$ cat src/rtl/sipo_framer_pkg.sv
// Shared types and constants for the serial-to-parallel framer.
package sipo_framer_pkg;

    typedef enum logic [1:0] {
        IDLE      = 2'd0,
        DATA      = 2'd1,
        STOP      = 2'd2,
        WAIT_HIGH = 2'd3
    } state_t;

    localparam logic IDLE_LVL = 1'b1;

    // Bit counter width: enough to hold 0..n-1, never narrower than one bit.
    function automatic int unsigned cnt_width(input int unsigned n);
        return (n <= 2) ? 1 : $clog2(n);
    endfunction

endpackage

$ cat src/rtl/sipo_framer_if.sv
// Serial input controls and parallel word output of the framer.
interface sipo_framer_if #(
    parameter int unsigned SZE = 4
);
    import sipo_framer_pkg::*;

    logic           sample_en;
    logic           sin;
    logic           clr;
    logic [SZE-1:0] word;
    logic           word_valid;
    logic           frame_err;
    logic           busy;

    modport master (
        input  sample_en, sin, clr,
        output word, word_valid, frame_err, busy
    );

    modport slave (
        output sample_en, sin, clr,
        input  word, word_valid, frame_err, busy
    );

endinterface

$ cat src/rtl/sipo_framer_sync_chain.sv
// Multi-flop synchroniser for an asynchronous level, resetting to the idle line level.
module sync_chain
    import sipo_framer_pkg::*;
#(
    parameter int unsigned STAGES = 2
) (
    input  logic clk,
    input  logic rst_n,
    input  logic d,
    output logic q
);

    logic [STAGES-1:0] ff;

    always_ff @(posedge clk or negedge rst_n) begin
        if (!rst_n) begin
            ff <= {STAGES{IDLE_LVL}};
        end else begin
            ff <= {ff[STAGES-2:0], d};
        end
    end

    assign q = ff[STAGES-1];

endmodule

$ cat src/rtl/sipo_framer.sv
// Recovers start/data(LSB first)/stop frames from a serial line and presents each word with a one-cycle strobe.
module sipo_framer
    import sipo_framer_pkg::*;
#(
    parameter int unsigned SZE         = 4,
    parameter int unsigned SYNC_STAGES = 2
) (
    input  logic               clk,
    input  logic               rst_n,
    sipo_framer_if.master      bus
);

    localparam int unsigned CW = cnt_width(SZE);

    logic           s;
    state_t         state, state_nx;
    logic [CW-1:0]  cnt, cnt_nx;
    logic [SZE-1:0] shreg, shreg_nx;
    logic [SZE-1:0] word_q, word_nx;
    logic           wv_q, wv_nx;
    logic           fe_q, fe_nx;
    logic           busy_q;

    sync_chain #(.STAGES(SYNC_STAGES)) u_sync (
        .clk   (clk),
        .rst_n (rst_n),
        .d     (bus.sin),
        .q     (s)
    );

    always_ff @(posedge clk or negedge rst_n) begin
        if (!rst_n) begin
            state  <= IDLE;
            cnt    <= '0;
            shreg  <= '1;
            word_q <= '1;
            wv_q   <= 1'b0;
            fe_q   <= 1'b0;
            busy_q <= 1'b0;
        end else begin
            state  <= state_nx;
            cnt    <= cnt_nx;
            shreg  <= shreg_nx;
            word_q <= word_nx;
            wv_q   <= wv_nx;
            fe_q   <= fe_nx;
            busy_q <= (state_nx != IDLE);
        end
    end

    // Next-state logic; clr wins over sample_en, and nothing moves without sample_en.
    always_comb begin
        state_nx = state;
        cnt_nx   = cnt;
        shreg_nx = shreg;
        word_nx  = word_q;
        wv_nx    = 1'b0;
        fe_nx    = 1'b0;

        if (bus.clr) begin
            state_nx = IDLE;
            cnt_nx   = '0;
            shreg_nx = '1;
        end else if (bus.sample_en) begin
            unique case (state)
                IDLE: begin
                    if (!s) begin
                        state_nx = DATA;
                        cnt_nx   = '0;
                    end
                end
                DATA: begin
                    shreg_nx = {s, shreg[SZE-1:1]};
                    if (cnt == CW'(SZE - 1)) begin
                        state_nx = STOP;
                    end else begin
                        cnt_nx = cnt + CW'(1);
                    end
                end
                STOP: begin
                    if (s) begin
                        word_nx  = shreg;
                        wv_nx    = 1'b1;
                        state_nx = IDLE;
                    end else begin
                        fe_nx    = 1'b1;
                        state_nx = WAIT_HIGH;
                    end
                end
                WAIT_HIGH: begin
                    if (s) state_nx = IDLE;
                end
                default: state_nx = IDLE;
            endcase
        end
    end

    assign bus.word       = word_q;
    assign bus.word_valid = wv_q;
    assign bus.frame_err  = fe_q;
    assign bus.busy       = busy_q;

endmodule
$ cat src/flat_wrapper.sv
// flat-port wrapper written by rule: the top's interface ports become plain ports
module sipo_framer_flat import sipo_framer_pkg::*;
#(
    parameter int unsigned SZE         = 4,
    parameter int unsigned SYNC_STAGES = 2
)
  (clk, rst_n, bus_sample_en, bus_sin, bus_clr, bus_word, bus_word_valid, bus_frame_err, bus_busy);
  sipo_framer_if #(.SZE(SZE)) bus_i ();
  input  logic clk;
  input  logic rst_n;
  input wire logic [$bits(bus_i.sample_en)-1:0] bus_sample_en;
  input wire logic [$bits(bus_i.sin)-1:0] bus_sin;
  input wire logic [$bits(bus_i.clr)-1:0] bus_clr;
  output wire logic [$bits(bus_i.word)-1:0] bus_word;
  output wire logic [$bits(bus_i.word_valid)-1:0] bus_word_valid;
  output wire logic [$bits(bus_i.frame_err)-1:0] bus_frame_err;
  output wire logic [$bits(bus_i.busy)-1:0] bus_busy;
  assign bus_i.sample_en = bus_sample_en;
  assign bus_i.sin = bus_sin;
  assign bus_i.clr = bus_clr;
  assign bus_word = bus_i.word;
  assign bus_word_valid = bus_i.word_valid;
  assign bus_frame_err = bus_i.frame_err;
  assign bus_busy = bus_i.busy;
  sipo_framer #(.SZE(SZE), .SYNC_STAGES(SYNC_STAGES)) u_core (.clk(clk), .rst_n(rst_n), .bus(bus_i));
endmodule
$ cat config.mk
export PLATFORM = sky130hd
export DESIGN_NAME = sipo_framer_flat
export DESIGN_NICKNAME = d
export VERILOG_FILES = /design/src/rtl/sipo_framer_pkg.sv /design/src/rtl/sipo_framer_if.sv /design/src/rtl/sipo_framer_sync_chain.sv /design/src/rtl/sipo_framer.sv /design/src/flat_wrapper.sv
export SDC_FILE = /design/constraint.sdc
export NUM_CORES = 1
export LEC_CHECK = 0
export ABC_AREA = 1
export BUFFER_PORTS_ARGS = -buffer_cell sky130_fd_sc_hd__buf_2
export CORE_UTILIZATION = 45
export DETAILED_ROUTE_END_ITERATION = 7
export GPL_TIMING_DRIVEN = 0
export HOLD_SLACK_MARGIN = 0.15
export PLACE_DENSITY = 0.79
export SETUP_SLACK_MARGIN = 0.2
export SLEW_MARGIN = 20
export SYNTH_ARGS = -nofsm -noshare
export SYNTH_HDL_FRONTEND = slang
export SYNTH_SLANG_ARGS = --single-unit
$ cat constraint.sdc
create_clock -name clk -period 1 [get_ports clk]
set_input_delay 0.2 -clock clk [delete_from_list [all_inputs] [get_ports clk]]
set_output_delay 0.2 -clock clk [all_outputs]
set_load 0.02 [all_outputs]
==> results of run 1 <==
## cell type report
cell class | count | area, um^2
Clock inverter | 1 | 5.00
Inverter | 10 | 47.5
Fill cell | 93 | 315
Multi-Input combinational cell | 49 | 373
Tap cell | 15 | 18.8
Clock buffer | 3 | 22.5
Timing Repair Buffer | 18 | 160
Sequential cell | 17 | 440
## layer usage
layer / GRT usage (%) / routed length (um) / vias to the layer above
met3: 3.91 / 49 / 5
met5: 0 / 0 / -
met4: 9.68 / 32 / 0
met1: 24.4 / 706 / 299
li1: - / - / 294
met2: 37.2 / 836 / 17
## state kept, by name, summed over array words and instances (netlist names)
register / count
u_core.cnt: 2
u_core.bus.busy: 1
u_core.bus.word: 4
u_core.state: 2
u_core.shreg: 4
u_core.bus.frame_err: 1
u_core.u_sync.ff: 2
u_core.bus.word_valid: 1
## cells in the mapped netlist (all sizes together)
library cell  number
nor4               1
dfrtp              7
nand2             13
nand4              3
nor2              12
o21ai              6
a21oi              1
inv               10
dfstp             10
nor3               1
nand3             10
ha                 1
## repair_timing
action,CTS,global route
resized for setup,35,6
buffers inserted,3,2
endpoints found under the setup margin,22,22
hold buffers,2,0
gates cloned,1,0
endpoints found under the hold margin,18,0
pin swaps,8,7
## layout by cell type, fill, tap and decap left out, drive strengths merged, types with 3 or more instances in the layout
| cell | count |
|---|---|
| inv | 10 |
| o21ai | 6 |
| nand2 | 13 |
| clkbuf | 3 |
| dfstp | 10 |
| nand4 | 3 |
| nand3 | 10 |
| dfrtp | 7 |
| nor2 | 12 |
| buf | 16 |
## cell families (layout without fill, tap and decap cells)
group,Yosys count,count (layout),share of synthesized area (%)
compound gates,7,7,4.93
fa+ha+maj,1,1,1.76
buf+inv,10,32,5.28
flops,17,17,61.6
simple gates,40,41,26.4
## metrics by stage
step	power [W]	cell area (um^2)	util (%)	worst slack [ns]
CTS	0.00125	1040	74.9	-0.163
floorplan	0.000786	762	-	-0.0817
detailed placement	0.000828	836	60.5	-0.203
global placement	0.000824	836	60.5	-0.160
finish	0.00126	1070	77.2	-0.160
global route	0.00131	1070	77.2	-0.197
## worst min path at each step
| stage | startpoint | to | slack [ns] |
|---|---|---|---|
| global route | bus_clr | u_core.bus.frame_err | 0.19 |
| detailed placement | rst_n | u_core.bus.busy | 0.13 |
| CTS | bus_sample_en | u_core.shreg[2] | 0.19 |
| floorplan | rst_n | u_core.bus.busy | -0.1 |
| finish | bus_clr | u_core.bus.frame_err | 0.20 |
| global placement | rst_n | u_core.state[1] | 0.13 |
## where the power goes
part           leakage (nW)  internal, W  switching [W]
registers             0.198     0.000711      0.0000132
clock network        0.0177     0.000149       0.000225
logic                 0.272    0.0000596       0.000100
total                 0.488     0.000920       0.000339
==> flow_summary.yaml, run 1 <==
routing:
  avgViaCountPerCell: 5.44
  drc_errors: 0
  wire_per_inst_um: 14.4
  drt_first_pass_iters: 4
  num_vias: 615
  wirelength_um: 1620
  drt_iter0_drc: 9
  drtAntennaViolNets: 0
clock_tree:
  h-tree-depth: 1
  cts_tree: "built"
  root_buffer: "clkbuf_4"
  clk_latency_ns: 0.29
  cts_num_sinks: 17
  clockBufferDepth: 2
  cts_buffers: 3
  clkTransAtPathRegs_ns: 0.11
sta:
  fin_ws_ns: -0.160
  max_freq_mhz: 862
  skew_ns: 0.00701
  period_needed_ns: 1.16
  tightest_slew_ns: 0.392
  tns_ns: -1.96
  hold_ws_ns: 0.199
  fin_crit_sh_pct: 116
  grt_setup_unrepaired: "true"
  maxSlewHeadroom_pct: 73.8
  setup_viol: 22
  slew_violations: 0
  finalHoldViolCount: 0
synthesis:
  synth_seq_area_share_pct: 61.6
  synth_area_per_cell_um2: 9.48
  syn_area_um2: 711
  synth_cells: 75
  ys_warn_count: 0
  synthesis.nets: 81
  synth_top_area_share_pct: 37.0
  netlist_top_cells_area: "dfstp_2, dfrtp_1, nand3_1, nand2_1, nor2_1"
  synth_area_leader_cell: "dfstp_2"
  synth-seq-cells: 17
  synthDistinctLibCells: 13
critical_path:
  cp-endpoint: "bus_word[3]"
  cp.arrival_ns: 0.96
  cp_num_cells: 1
  crit_path_max_fanout: 2
  path_cells: "buf_6"
  cp-start-kind: "flop"
  worstPathRequired_ns: 0.80
  end_kind: "output pin"
  cp_slowest_cell: "dfstp_2"
  critPathBufInv: 1
  r2r_slack_ns: -0.15
  crit_family: "flip-flops"
  timing.rr.end: "u_core.cnt[0]"
  path_class: "flop to output pin"
  cpPeakStageDelay_ns: 0.55
  critPathLaunch: "u_core.bus.word[3]"
  ff2ff_path_depth: 6
  r2r_start: "u_core.u_sync.ff[1]"
placement:
  place.gp.congestion: 0.803
  hpwlAfterDp_um: 914
  dp_cells: 101
  port_buffers: 11
layout:
  diodes: 0
  final_cells: 113
  area_growth_pct: 50.2
  drive_gt1_share_pct: 55.1
  nNetsFinal: 105
global_routing:
  overflow: 0
  track_usage_pct: 21.0
  grt_pass1_vias: 610
  grt_pass1_wl_um: 2720
  antenna_found_initial: 0
  grt_start_max_net_pins: 18
die:
  initial_core_util_pct: 51.4
  die-area_mm2: 0.00174
  die_w_um: 41.7
  die_h_um: 41.7
  io_pins: 12
  rows: 13
  coreArea_mm2: 0.00138
power:
  ir_drop_mv: 0.692
  p_leak_nw: 0.488
  powerDensity_mw_per_mm2: 1180
flow_run:
  cap_violations: 0
status:
  violations: "negative setup slack"
  status: "complete, but fails checks"
min_path:
  hold_depth: 2
  hold_path_class: "input pin to flop"
(Power assumes the default switching activity.)
==> run 2, diff against run 1 <==
--- a/config.mk
+++ b/config.mk
@@ -11,7 +11,7 @@
 export DETAILED_ROUTE_END_ITERATION = 7
 export GPL_TIMING_DRIVEN = 0
 export HOLD_SLACK_MARGIN = 0.15
-export PLACE_DENSITY = 0.79
+export PLACE_DENSITY = 0.76
 export SETUP_SLACK_MARGIN = 0.2
 export SLEW_MARGIN = 20
 export SYNTH_ARGS = -nofsm -noshare
==> constraint.sdc (replaced) <==
create_clock -name clk -period 1.3 [get_ports clk]
set_input_delay 0.26 -clock clk [delete_from_list [all_inputs] [get_ports clk]]
set_output_delay 0.26 -clock clk [all_outputs]
set_load 0.02 [all_outputs]
==> run 2 against run 1 <==
Critical path type unchanged. Total power shrank 27%. The flow now finishes without violations. Critical endpoint is now bus_word[1]. First-iteration DRC count fell by 33%. Largest cell class unchanged. Global-route usage fell by 3.5 points.
==> flow_summary.yaml, run 2 (synthesized netlist as in run 1, its figures left out) <==
status:
  status: "complete, no violations"
routing:
  drc_errors: 0
  drt_iter0_drc: 6
  wirelength_um: 1390
  avgViaCountPerCell: 5.18
  wire_per_inst_um: 12.3
  num_vias: 585
  drtAntennaViolNets: 0
  drt_first_pass_iters: 4
sta:
  setup_viol: 0
  finalHoldViolCount: 0
  slew_violations: 0
  tns_ns: 0
  grt_setup_unrepaired: "true"
  period_needed_ns: 1.20
  fin_crit_sh_pct: 92.3
  maxSlewHeadroom_pct: 75.9
  max_freq_mhz: 833
  tightest_slew_ns: 0.361
  fin_ws_ns: 0.100
  skew_ns: 0.00581
placement:
  dp_cells: 101
  place.gp.congestion: 0.781
  pre_cts_ws_ns: 0.107
  detailed_place.area_um2: 785
  hpwlAfterDp_um: 808
  port_buffers: 11
die:
  rows: 13
  coreArea_mm2: 0.00138
  die_h_um: 41.7
  io_pins: 12
  die_w_um: 41.7
  initial_core_util_pct: 51.4
  die-area_mm2: 0.00174
min_path:
  hold_path.startpoint: "bus_sample_en"
  hold_path_class: "input pin to flop"
power:
  powerDensity_mw_per_mm2: 954
  power_frac_comb_pct: 9.4
  ir_drop_mv: 0.608
  power_switching_w: 0.000218
  intPower_w: 0.000697
  sw_frac_of_total_pct: 23.8
  seq_power_share_pct: 61.0
  p_leak_nw: 0.469
  clkPwrFrac_pct: 29.7
global_routing:
  track_usage_pct: 17.5
  antenna_found_initial: 0
  grt_start_max_net_pins: 18
  overflow: 0
  grt_pass1_vias: 550
  grt_pass1_wl_um: 2300
critical_path:
  cp.arrival_ns: 0.94
  cp-start-kind: "flop"
  end_kind: "output pin"
  path_class: "flop to output pin"
  critPathLaunch: "u_core.bus.word[1]"
  critPathBufInv: 1
  crit_family: "flip-flops"
  cpPeakStageDelay_ns: 0.55
  r2r_start: "u_core.u_sync.ff[1]"
  crit_path_max_fanout: 2
  worstPathRequired_ns: 1.04
  cp_slowest_cell: "dfstp_2"
  path_cells: "buf_6"
clock_tree:
  clockBufferDepth: 2
  root_buffer: "clkbuf_4"
  h-tree-depth: 1
  clkTransAtPathRegs_ns: 0.10
  cts_num_sinks: 17
  clk_latency_ns: 0.28
  cts_tree: "built"
  cts_buffers: 3
layout:
  post-route-util_pct: 69.3
  final_cell_mix: "nor2_1, nand2_1, dfstp_2"
  nNetsFinal: 105
  drive_gt1_share_pct: 44.9
  layout_commonest_cell: "nor2_1"
  final_area_um2: 958
  final_cells: 113
  diodes: 0
  n_fill_cell: 112
  area_growth_pct: 34.9
flow_run:
  cap_violations: 0
run 2: cell types whose count changed in the layout (fill, tap and decap cells not counted), sizes merged:
| cell | change |
|---|---|
| clkbuf | +1 |
| clkinv | -1 |
run 2: repair_timing:
| item | 4_1_cts | 5_1_grt |
|---|---|---|
| gates cloned | 1 | 0 |
| hold buffers | 2 | 0 |
| endpoints found under the setup margin | 14 | 17 |
| pin swaps | 3 | 8 |
| gates resized for setup | 12 | 17 |
| setup buffers | 3 | 2 |
| endpoints found under the hold margin | 8 | 0 |
run 2: worst paths after layout:
check | to | slack, ns | cells after the start
setup / recovery | bus_word[1] | 0.10 | 1
setup reg to reg | u_core.bus.word[2] | 0.18 | 4
min in group asynchronous | u_core.cnt[0] | 0.41 | 2
hold / removal | u_core.shreg[2] | 0.26 | 3
hold reg to reg | u_core.u_sync.ff[1] | 0.36 | 0
max in group asynchronous | u_core.shreg[3] | 0.58 | 2
run 2: cell type report:
cell class / count / area [um^2] / area share (%)
clock buffers: 4 / 26.3 / 2.74
inverters: 10 / 37.5 / 3.92
multi-input cells: 49 / 290 / 30.3
repair buffers: 18 / 148 / 15.4
flip-flops and latches: 17 / 438 / 45.7
well taps: 15 / 18.8 / 1.96
run 2: through the flow:
stage | power, W | hold WS, ns
5_1_grt | 0.000959 | 0.250
6_report | 0.000915 | 0.258
2_1_floorplan | 0.000595 | -0.0356
3_3_place_gp | 0.000623 | 0.187
4_1_cts | 0.000908 | 0.238
3_5_place_dp | 0.000624 | 0.188
run 2: worst register-to-register path, stage by stage (launching register included):
cell and delay, ns:
dfstp_2 0.61, nand2_4 0.09, nor3_4 0.20, nand2_1 0.08, o21ai_0 0.07
run 2: power by group through the flow:
stage / sequential [W] / combinational (W) / clock, W
global route: 0.000560 / 0.0000951 / 0.000304
floorplan: 0.000566 / 0.0000294 / 0
global placement: 0.000564 / 0.0000588 / 0
detailed placement: 0.000564 / 0.0000596 / 0
CTS: 0.000556 / 0.0000726 / 0.000279
finish: 0.000558 / 0.0000856 / 0.000272
run 2: metal layers:
layer / vias to the layer above / share of wire, % / track usage, %
li1: 294 / - / -
met1: 275 / 42 / 20.3
met2: 14 / 54 / 30.6
met3: 2 / 3.2 / 3.91
met4: 0 / 0.57 / 7.74
met5: - / 0 / 0
